File: src/rtl/multicycle_ctrl.sv
`timescale 1ns/1ps
// Multicycle RISC-V control unit: sequences fetch/decode/execute/memory/writeback
// over a shared ALU and unified memory, handshaking each access with mem_ready.
module multicycle_ctrl #(
  parameter int unsigned W = 32
) (
  input  logic         clk,
  input  logic         rst_n,
  input  logic [W-1:0] instr,
  input  logic         Zero,
  input  logic         mem_ready,
  output logic         mem_req,
  output logic         MemWrite,
  output logic         AdrSrc,
  output logic         IRWrite,
  output logic         PCWrite,
  output logic         RegWrite,
  output logic [1:0]   ALUSrcA,
  output logic [1:0]   ALUSrcB,
  output logic [1:0]   ResultSrc,
  output logic [2:0]   ALUControl,
  output logic [2:0]   IMMsrc,
  output logic         illegal_instr
);

  typedef enum logic [3:0] {
    ST_RESET,
    ST_FETCH,
    ST_DECODE,
    ST_MEMADR,
    ST_MEMREAD,
    ST_MEMWB,
    ST_MEMWRITE,
    ST_EXECR,
    ST_EXECI,
    ST_ALUWB,
    ST_BRANCH,
    ST_JAL,
    ST_LUI
  } state_t;

  typedef enum logic [6:0] {
    OP_LOAD   = 7'b0000011,
    OP_STORE  = 7'b0100011,
    OP_R      = 7'b0110011,
    OP_IMM    = 7'b0010011,
    OP_BRANCH = 7'b1100011,
    OP_JAL    = 7'b1101111,
    OP_LUI    = 7'b0110111
  } opcode_t;

  typedef enum logic [2:0] {
    ALU_ADD = 3'b000,
    ALU_SUB = 3'b001,
    ALU_AND = 3'b010,
    ALU_OR  = 3'b011,
    ALU_XOR = 3'b100,
    ALU_SLT = 3'b101
  } alu_t;

  typedef enum logic [2:0] {
    IMM_I = 3'b000,
    IMM_S = 3'b001,
    IMM_B = 3'b010,
    IMM_U = 3'b011,
    IMM_J = 3'b100
  } imm_t;

  state_t     state, state_next;
  logic [6:0] op;
  logic [2:0] funct3;
  logic       funct7b5;
  logic [2:0] imm_sel;
  logic       unused_instr_bits;

  assign op       = instr[6:0];
  assign funct3   = instr[14:12];
  assign funct7b5 = instr[30];
  assign unused_instr_bits = &{1'b0, instr[W-1:31], instr[29:15], instr[11:7]};

  function automatic logic [2:0] alu_decode(input logic [2:0] f3, input logic sub_sel);
    logic [2:0] fn;
    case (f3)
      3'b000:  fn = sub_sel ? ALU_SUB : ALU_ADD;
      3'b010:  fn = ALU_SLT;
      3'b100:  fn = ALU_XOR;
      3'b110:  fn = ALU_OR;
      3'b111:  fn = ALU_AND;
      default: fn = ALU_ADD;
    endcase
    return fn;
  endfunction

  always_ff @(posedge clk or negedge rst_n) begin
    if (!rst_n) state <= ST_RESET;
    else        state <= state_next;
  end

  always_comb begin
    imm_sel = IMM_I;
    case (op)
      OP_STORE:  imm_sel = IMM_S;
      OP_BRANCH: imm_sel = IMM_B;
      OP_LUI:    imm_sel = IMM_U;
      OP_JAL:    imm_sel = IMM_J;
      default:   imm_sel = IMM_I;
    endcase
  end

  // IR contents are stale until the fetch completes, so the extender select is held at 0 there.
  assign IMMsrc = (state == ST_RESET || state == ST_FETCH) ? '0 : imm_sel;

  always_comb begin
    state_next    = state;
    mem_req       = 1'b0;
    MemWrite      = 1'b0;
    AdrSrc        = 1'b0;
    IRWrite       = 1'b0;
    PCWrite       = 1'b0;
    RegWrite      = 1'b0;
    ALUSrcA       = 2'b00;
    ALUSrcB       = 2'b00;
    ResultSrc     = 2'b00;
    ALUControl    = ALU_ADD;
    illegal_instr = 1'b0;

    case (state)
      ST_RESET: state_next = ST_FETCH;

      ST_FETCH: begin
        mem_req   = 1'b1;
        ALUSrcB   = 2'b10;
        ResultSrc = 2'b10;
        IRWrite   = mem_ready;
        PCWrite   = mem_ready;
        if (mem_ready) state_next = ST_DECODE;
      end

      ST_DECODE: begin
        ALUSrcA = 2'b01;
        ALUSrcB = 2'b01;
        case (op)
          OP_LOAD, OP_STORE: state_next = ST_MEMADR;
          OP_R:              state_next = ST_EXECR;
          OP_IMM:            state_next = ST_EXECI;
          OP_BRANCH:         state_next = ST_BRANCH;
          OP_JAL:            state_next = ST_JAL;
          OP_LUI:            state_next = ST_LUI;
          default: begin
            illegal_instr = 1'b1;
            state_next    = ST_FETCH;
          end
        endcase
      end

      ST_MEMADR: begin
        ALUSrcA    = 2'b10;
        ALUSrcB    = 2'b01;
        state_next = (op == OP_STORE) ? ST_MEMWRITE : ST_MEMREAD;
      end

      ST_MEMREAD: begin
        mem_req = 1'b1;
        AdrSrc  = 1'b1;
        if (mem_ready) state_next = ST_MEMWB;
      end

      ST_MEMWB: begin
        ResultSrc  = 2'b01;
        RegWrite   = 1'b1;
        state_next = ST_FETCH;
      end

      ST_MEMWRITE: begin
        mem_req  = 1'b1;
        MemWrite = 1'b1;
        AdrSrc   = 1'b1;
        if (mem_ready) state_next = ST_FETCH;
      end

      ST_EXECR: begin
        ALUSrcA    = 2'b10;
        ALUSrcB    = 2'b00;
        ALUControl = alu_decode(funct3, funct7b5);
        state_next = ST_ALUWB;
      end

      ST_EXECI: begin
        ALUSrcA    = 2'b10;
        ALUSrcB    = 2'b01;
        ALUControl = alu_decode(funct3, 1'b0);
        state_next = ST_ALUWB;
      end

      ST_ALUWB: begin
        ResultSrc  = 2'b00;
        RegWrite   = 1'b1;
        state_next = ST_FETCH;
      end

      ST_BRANCH: begin
        ALUSrcA    = 2'b10;
        ALUSrcB    = 2'b00;
        ALUControl = ALU_SUB;
        PCWrite    = ((funct3 == 3'b000) && Zero) || ((funct3 == 3'b001) && !Zero);
        state_next = ST_FETCH;
      end

      ST_JAL: begin
        ALUSrcA    = 2'b01;
        ALUSrcB    = 2'b10;
        PCWrite    = 1'b1;
        state_next = ST_ALUWB;
      end

      ST_LUI: begin
        ALUSrcA    = 2'b10;
        ALUSrcB    = 2'b01;
        state_next = ST_ALUWB;
      end

      default: state_next = ST_RESET;
    endcase
  end

endmodule
File: config.mk
export PLATFORM = sky130hd
export DESIGN_NAME = multicycle_ctrl
export DESIGN_NICKNAME = d
export VERILOG_FILES = /design/src/rtl/multicycle_ctrl.sv
export SDC_FILE = /design/constraint.sdc
export NUM_CORES = 1
export LEC_CHECK = 0
export ABC_AREA = 1
export CAP_MARGIN = 5
export CORE_MARGIN = 8
export CORE_UTILIZATION = 33
export CTS_BUF_LIST = sky130_fd_sc_hd__clkbuf_2
export DETAILED_ROUTE_END_ITERATION = 16
export PLACE_DENSITY = 0.83
export SLEW_MARGIN = 40
export SYNTH_ARGS = -nofsm -noshare
export SYNTH_HDL_FRONTEND = slang
export SYNTH_SLANG_ARGS = --single-unit
File: constraint.sdc
create_clock -name clk -period 1.38 [get_ports clk]
set_input_delay 0.276 -clock clk [delete_from_list [all_inputs] [get_ports clk]]
set_output_delay 0.276 -clock clk [all_outputs]
set_load 0.02 [all_outputs]
==> summary.txt <==
Post-synthesis sequential area ratio -> 15.4%
Routed wire per std cell -> 16.0 µm
Core Box Area -> 0.00190 mm²
Hold Buf Count CTS -> 0
Reg-to-reg endpoint -> state[2]
RePlAce Congestion -> 0.919
Nets@finish -> 232
Initial Util -> 34.2%
Crit path buffers/inverters -> 3
WS Path Type -> register to primary output
#FFs+latches synth -> 4
Synth unique cells -> 23
Reg-to-reg startpoint -> state[3]
Final worst slack -> -0.373 ns
Input/output buffers -> 33
Rows -> 16
Net Count, Synth -> 155
Htree depth -> 1
Later-pin clock latency in the skew report -> 0.21 ns
CP max-delay cell -> dfrtp_1
Worst slew margin -> 78.4%
Clock sinks -> 4
Crit path max-delay family -> flip-flops
CP Launch Type -> register
Place WS -> -0.900 ns
Syn Inst Count -> 119
CTS root buffer -> clkbuf_2
Most frequent cells in the layout -> buf_4 (37), buf_6 (21), nand2_1 (19), nor2_1 (17), inv_2 (12)
Total Power -> 0.00256 W
Filler cells -> 119
CP endpoint kind -> primary output
First-pass GRT wire length -> 4740 µm
Initial DRC Count -> 49
Status -> complete, but fails checks
Clock skew -> 0.00819 ns
WP data arrival -> 1.48 ns
Vias/cell -> 5.13
Layout cells sized above 1 -> 63.9%
I/O Pins -> 55
Total CTS buffers -> 3
Clk pin slew, worst setup/hold paths -> 0.05 ns
Critical Path RT -> 1.10 ns
Biggest register -> state
Routed Antenna Nets -> 0
Slew Limit Fails -> 0
Post-route DRC -> 0
R2r worst-path depth -> 8
Routed WL -> 3540 µm
Final Hold Viols -> 0
GRT overflow -> 0
Unrepaired setup endpoints after global routing -> true
Failing checks -> negative setup slack
Maximum root-to-sink buffer count -> 2
Commonest non-fill, non-tap cell in the layout -> buf_4
# diodes -> 0
Ordered list of cells on the worst path -> inv_1 > nand2_2 > o21ai_2 > inv_2 > o31ai_4 > buf_6
Crit path largest cell delay -> 0.41 ns
DRT Pass-1 Iters -> 4
PwrDens -> 1730 mW/mm²
Initial antenna violation count -> 0
Cell taking the most area after synthesis -> nor2_1
Crit share post-route -> 127%
Detail Placement HPWL -> 1980 µm
Placed cells -> 205
Maximum number of pins on one net before global-route repair -> 8
CTS tree -> done
Post-Synthesis Mean Instance Area -> 5.47 µm²
Worst slew pin tran -> 0.320 ns
Final min period -> 1.75 ns
Peak supply drop -> 1.53 mV
Die Ht -> 60.4 µm
Non-filler cells, final -> 221
HP Class -> input port to asynchronous set/reset pin
Fmax achieved -> 571 MHz
Reg2reg setup slack -> -0.09 ns
Number of global-route vias before repair -> 1105
Regs by FF count -> state x4
Synth top area share -> 16.7%
Synth warnings -> 0
Area contributors post-synth -> nor2_1 (17%), dfrtp_1 (15%), nand2_1 (15%)
Total GRT Usage -> 16.8%
MaxCap Viol Count -> 0
Die area -> 0.00365 mm²
Via count -> 1134
Final setup viols -> 22
Number of flip-flops in the largest register -> 4
P_leak -> 0.749 nW
Synth-to-Final Area Change -> 128%
CP max FO -> 4
Post-Syn Area -> 651 µm²
Die width -> 60.4 µm
## cells by family (layout without fill, tap and decap cells)
kind of cell | Yosys count | in the layout | synth area share [%]
simple gates | 71 | 71 | 48.8
buf+inv | 23 | 98 | 13.3
compound gates | 20 | 20 | 21.2
flops | 4 | 4 | 15.4
xor+xnor | 1 | 1 | 1.35
## routing by layer
layer  global-route usage [%]  vias to the layer above  part of all wire, %
li1                         -                      524                    -
met1                     17.5                      531                   38
met2                     30.5                       65                   51
met3                     3.18                       14                  6.8
met4                     9.86                        0                  3.6
met5                        0                        -                    0
## worst max path at each step
stage / from / to / slack (ns) / cells past startpoint
after floorplan: state[0] / illegal_instr / -0.05 / 5
after global placement: instr[4] / IMMsrc[0] / -0.83 / 8
after detailed placement: instr[2] / IMMsrc[0] / -0.90 / 7
after CTS: state[3] / ALUControl[0] / -0.31 / 8
after global routing: state[2] / ALUControl[0] / -0.46 / 6
final: state[2] / ALUControl[0] / -0.37 / 6
## synthesized netlist by cell type
library cell	n
nor2_1	29
nand3_1	4
inv_1	19
xor2_1	1
nand2_4	1
inv_2	4
o22ai_1	2
o2111ai_1	1
a21oi_2	1
nor3_2	1
nor3_1	2
dfrtp_1	4
nor2_2	2
nor2_4	2
o21ai_1	2
a21o_1	1
nand2_2	4
a21oi_1	5
o21ai_0	4
nand2_1	26
a31oi_1	1
o31ai_4	1
o21ai_2	2
## cell type report
| class | count | area (µm²) | area share [%] |
|---|---|---|---|
| repair buffers | 72 | 624 | 42.1 |
| flip-flops and latches | 4 | 103 | 6.91 |
| multi-input cells | 92 | 622 | 41.9 |
| clock buffers | 3 | 15.0 | 1.01 |
| well taps | 27 | 33.8 | 2.28 |
| inverters | 23 | 86.3 | 5.82 |
## where the power goes
part | leakage (nW) | internal (W) | switching (W)
registers | 0.0490 | 0.000170 | 0.0000897
logic | 0.687 | 0.00103 | 0.00116
clock network | 0.0125 | 0.0000584 | 0.0000480
## per-stage QoR
stage / cell area [µm²] / TNS, ns / utilization, % / hold WS [ns]
after floorplan: 664 / -0.0894 / - / -0.0196
after global placement: 1220 / -11.44 / 64.3 / 0.480
after detailed placement: 1220 / -12.13 / 64.3 / 0.496
after CTS: 1390 / -4.32 / 72.9 / 0.250
after global routing: 1480 / -5.87 / 78.0 / 0.277
final: 1480 / -4.64 / 78.0 / 0.271
## worst register-to-register path: stages (launching register included)
cell and delay [ns]:
dfrtp_1 0.44, inv_2 0.11, nand2_4 0.06, buf_4 0.19, o21ai_4 0.16, buf_6 0.12, nand2_2 0.07, o21ai_1 0.09
o21ai_1 0.09
## repair_timing
| item | in CTS | in global routing |
|---|---|---|
| pin swaps | 9 | 16 |
| buffers inserted | 8 | 7 |
| hold endpoints to repair | 0 | 0 |
| resized for setup | 145 | 39 |
| endpoints found under the setup margin | 23 | 23 |
Power figures use the tool's default switching activity.
